===== config.mk =====
export PLATFORM = sky130hd
export DESIGN_NAME = reg4_write_arbiter
export DESIGN_NICKNAME = d
export VERILOG_FILES = /design/src/rtl/reg4_write_arbiter.sv
export SDC_FILE = /design/constraint.sdc
export NUM_CORES = 1
export LEC_CHECK = 0
export BUFFER_PORTS_ARGS = -buffer_cell sky130_fd_sc_hd__buf_2
export CAP_MARGIN = 10
export CELL_PAD_IN_SITES_DETAIL_PLACEMENT = 1
export CELL_PAD_IN_SITES_GLOBAL_PLACEMENT = 1
export CORE_UTILIZATION = 41
export CTS_BUF_LIST = sky130_fd_sc_hd__clkbuf_4 sky130_fd_sc_hd__clkbuf_8 sky130_fd_sc_hd__clkbuf_16
export DETAILED_ROUTE_END_ITERATION = 10
export HOLD_SLACK_MARGIN = 0.12
export PLACE_DENSITY_LB_ADDON = 0.1
export SLEW_MARGIN = 20
export SYNTH_ARGS = -nofsm -noshare
export SYNTH_HDL_FRONTEND = slang
export SYNTH_SLANG_ARGS = --single-unit

===== constraint.sdc =====
create_clock -name clk -period 3.9 [get_ports clk]
set_input_delay 0.585 -clock clk [delete_from_list [all_inputs] [get_ports clk]]
set_output_delay 0.585 -clock clk [all_outputs]
set_load 0.1 [all_outputs]

===== src/rtl/reg4_write_arbiter.sv =====
// reg4_write_arbiter
// Arbitrates write requests from two requesters onto a 4-bit SR-latch register.
// Each write clears the bits that must end low (R pulse), idles one cycle,
// sets the bits that must end high (S pulse), then reads the latch back and
// acknowledges the requester with a readback-mismatch flag.
//
// Ports
//   clk          system clock, rising edge
//   rst          synchronous active-high reset
//   req0, data0  write request / target value from requester 0
//   req1, data1  write request / target value from requester 1
//   ack0, ack1   one-cycle completion pulses
//   err          readback mismatch, valid only in the ack cycle
//   busy         high whenever a write is in progress
//   S, R         per-bit set / reset drive to the latch register
//   Q            latch register outputs, read back
module reg4_write_arbiter #(
   parameter int unsigned PULSE_LEN = 2
) (
   input  logic       clk,
   input  logic       rst,
   input  logic       req0,
   input  logic [3:0] data0,
   input  logic       req1,
   input  logic [3:0] data1,
   output logic       ack0,
   output logic       ack1,
   output logic       err,
   output logic       busy,
   output logic [3:0] S,
   output logic [3:0] R,
   input  logic [3:0] Q
);

   localparam int unsigned DATA_W = 4;
   localparam int unsigned CNT_W  = 4;
   localparam logic [CNT_W-1:0] CNT_LOAD = CNT_W'(PULSE_LEN - 1);

   typedef enum logic [2:0] {
      IDLE,
      CLEAR,
      GAP,
      SET,
      CHECK,
      DONE
   } state_t;

   state_t            state;
   logic [DATA_W-1:0] tgt;
   logic [CNT_W-1:0]  pulseCnt;
   logic              grantOne;
   logic              prioOne;
   logic              pickOne;

   // Round-robin pick: a lone requester always wins, a tie goes to prioOne.
   assign pickOne = req1 && (!req0 || prioOne);

   // Write sequencer. The output registers present the drive belonging to
   // the state occupied during the previous cycle, so every output is a flop
   // and the readback compare happens in the quiet cycle after SET.
   always_ff @(posedge clk) begin
      if (rst) begin
         state    <= IDLE;
         tgt      <= '0;
         pulseCnt <= '0;
         grantOne <= 1'b0;
         prioOne  <= 1'b0;
         S        <= '0;
         R        <= '0;
         ack0     <= 1'b0;
         ack1     <= 1'b0;
         err      <= 1'b0;
         busy     <= 1'b0;
      end else begin
         S    <= (state == SET)   ? tgt  : '0;
         R    <= (state == CLEAR) ? ~tgt : '0;
         busy <= (state != IDLE);
         ack0 <= (state == DONE) && !grantOne;
         ack1 <= (state == DONE) && grantOne;
         // Q is sampled after the last S pulse has been released.
         err  <= (state == DONE) && (Q != tgt);

         unique case (state)
            IDLE: begin
               if (req0 || req1) begin
                  grantOne <= pickOne;
                  prioOne  <= !pickOne;
                  tgt      <= pickOne ? data1 : data0;
                  pulseCnt <= CNT_LOAD;
                  state    <= CLEAR;
               end
            end
            CLEAR: begin
               if (pulseCnt == '0) begin
                  state <= GAP;
               end else begin
                  pulseCnt <= pulseCnt - CNT_W'(1);
               end
            end
            GAP: begin
               pulseCnt <= CNT_LOAD;
               state    <= SET;
            end
            SET: begin
               if (pulseCnt == '0) begin
                  state <= CHECK;
               end else begin
                  pulseCnt <= pulseCnt - CNT_W'(1);
               end
            end
            CHECK: begin
               state <= DONE;
            end
            DONE: begin
               state <= IDLE;
            end
            default: begin
               state <= IDLE;
            end
         endcase
      end
   end

endmodule


==> flow_summary.toml <==
[status]
outcome = "finished, final reports clean"

[sta]
maxSlewHeadroom = 0.574
fin_setup_tns_ps = 0
rsz0062_at_grt = "false"
slew_viol_final = 0
hold_ws_ps = 472
worstMarginPinSlew_ps = 633
fin_crit_ps = 1740
timing.fmax_mhz = 576
hold_viol = 0
fin_skew_ps = 4.70
finalCritPeriodShare = 0.445
setup-violations-final = 0

[synth]
ys.flop_type = "dfxtp_1"
synth_edf_count = 0
ys_seq_area_frac = 0.469
syn_area_per_cell_um2 = 10.3
yosysWarnings = 0
ys_ff_latch = 25
yosysUniqueCellTypes = 39
synth_area_leaders = "dfxtp_1 47%, nor4b_2 5.6%, nor2_1 4.2%"
async_reset_ff_frac = 0
syn_inst = 104
syn_area_um2 = 1070
syn-num-nets = 121
synth_top_cell_by_area = "dfxtp_1"
yosys.cell_count.top_type = "dfxtp_1"
synth_top_area_share = 0.469
synthTopCellsByCount = "25 x dfxtp_1, 12 x nor2_1, 5 x xnor2_1"

[critical_path]
worstPathCellList = "inv_1, ha_1, and4bb_4, or4b_2, a21oi_1"
slowest_stage = "or4b_2"
cp-end-kind = "flop"
timing_worst_setup_path_type = "flop to flop"
path_max_fanout = 5
crit_arrival_ps = 2000
cpLargestDelayFamily = "simple AND/OR/NAND/NOR gates"
crit_required_ps = 4170
start_kind = "flop"
cp.buffers_inverters = 1
slowest_delay_ps = 600

[routing]
wl_um = 2240
first_iter_violations = 4
viasPerCell = 5.31
wl_per_cell_um = 14.1
vias = 844
antenna_left = 0
drc = 0
dr.pass1.iters = 2

[final_layout]
fillCellCount = 296
nNetsFinal = 147
utilization = 0.498
final_area_um2 = 1230
multi_input_area_um2 = 519
syn_to_final_growth_pct = 15.6
drive_gt1_frac = 0.326
antennaDiodeCount = 0
register_area_um2 = 500

[cts]
post_cts_resize_count = 0
post_cts_buffers = 0
clockRootBuffer = "clkbuf_4"
hold_buffers = 0
cts.htree.levels = 1
cts.clk_slew.worst_paths_ps = 130
tritoncts = "yes"
insertion_delay_ps = 320
cts_max_path_buffers = 2
clock_sinks = 25
cts_buffers = 3

[floorplanning]
start_util = 0.431
die_y_um = 53.0
die_w_um = 53.0
dieArea_um2 = 2810
core_um2 = 2480
num_rows = 18
io_pins = 28

[pwr]
power.density_nw_per_um2 = 513
ir_drop_v = 0.000317
power.leakage_nw = 0.522

[place]
io_buffer_count = 27
place_area_um2 = 1200
hpwl_um = 1660
place.gp.congestion = 0.711

[global_route]
grt_pass1_vias = 779
overflow = 0
grt_usage = 0.185
antenna_found_initial = 0
grt_max_degree = 20
grt_pass1_wl_um = 3660

[worst_hold_path]
hold_path.class = "flop to flop"

[run]
cap_violations = 0
[worst register-to-register path, cell delays in order, from the launching register on]
cell and delay (ps):
dfxtp_1 390, inv_1 70, ha_1 240, and4bb_4 230
or4b_2 600, a21oi_1 150
[area by class of cell]
cell class	instances	area share
flip-flops and latches	25	0.406
inverters	3	0.00913
repair buffers	27	0.110
clock buffers	4	0.0243
well taps	30	0.0304
multi-input cells	70	0.421
[cells by family after synthesis]
kind of cell / share of synthesized area
DFF: 0.469
xor gates and xnor gates: 0.0410
buffers and inverters: 0.0446
AOI/OAI and AO/OA: 0.136
and+or+nand+nor: 0.288
muxes: 0.00938
adders and majority gates: 0.0117
[path summary, 6_finish.rpt]
check | slack (ps) | startpoint | cells after the start | to
max | 2160 | pulseCnt[0]$_SDFFE_PP0P_ | 5 | pulseCnt[1]$_SDFFE_PP0P_
min | 470 | grantOne$_SDFFE_PP0P_ | 2 | ack1$_SDFF_PP0_
max reg2reg | 2160 | pulseCnt[0]$_SDFFE_PP0P_ | 5 | pulseCnt[1]$_SDFFE_PP0P_
min reg2reg | 470 | grantOne$_SDFFE_PP0P_ | 2 | ack1$_SDFF_PP0_
[power by group]
part | internal (mW) | switching (mW)
Sequential | 0.284 | 0.0326
Clock | 0.0470 | 0.0774
Combinational | 0.0659 | 0.125
Total | 0.397 | 0.235
[through the flow]
stage	setup slack (ps)	power (mW)	cells
2_1_floorplan	2280	0.481	104
3_3_place_gp	2120	0.512	155
3_5_place_dp	2100	0.515	155
4_1_cts	2160	0.642	159
5_1_grt	2060	0.674	159
6_report	2160	0.632	159
[cells in the final DEF (no fill, tap or decap), drive strengths merged, types with 2 or more instances in the layout]
master   n
buf     27
dfxtp   25
nor2    12
xnor2    5
nor4b    5
a21oi    4
a221o    4
and2     4
clkbuf   4
inv      3
or2      3
nor2b    3
nand2    3
or4b     3
nor3     2
nor3b    2
nand2b   2
a211oi   2
[layer usage]
| metal | GRT usage | up-vias | routed length [um] |
|---|---|---|---|
| met3 | 0.0259 | 5 | 89 |
| met1 | 0.231 | 391 | 1030 |
| met4 | 0.0921 | 0 | 44 |
| met2 | 0.306 | 20 | 1070 |
| met5 | 0 | - | 0 |
| li1 | - | 428 | - |
[sequential cells by signal, summed over array words and instances, names as in the netlist]
| register | flops |
|---|---|
| tgt | 4 |
| R | 4 |
| state | 3 |
| busy | 1 |
| pulseCnt | 4 |
| ack1 | 1 |
| ack0 | 1 |
| S | 4 |
| grantOne | 1 |
| prioOne | 1 |
| err | 1 |
(Power assumes the default switching activity.)
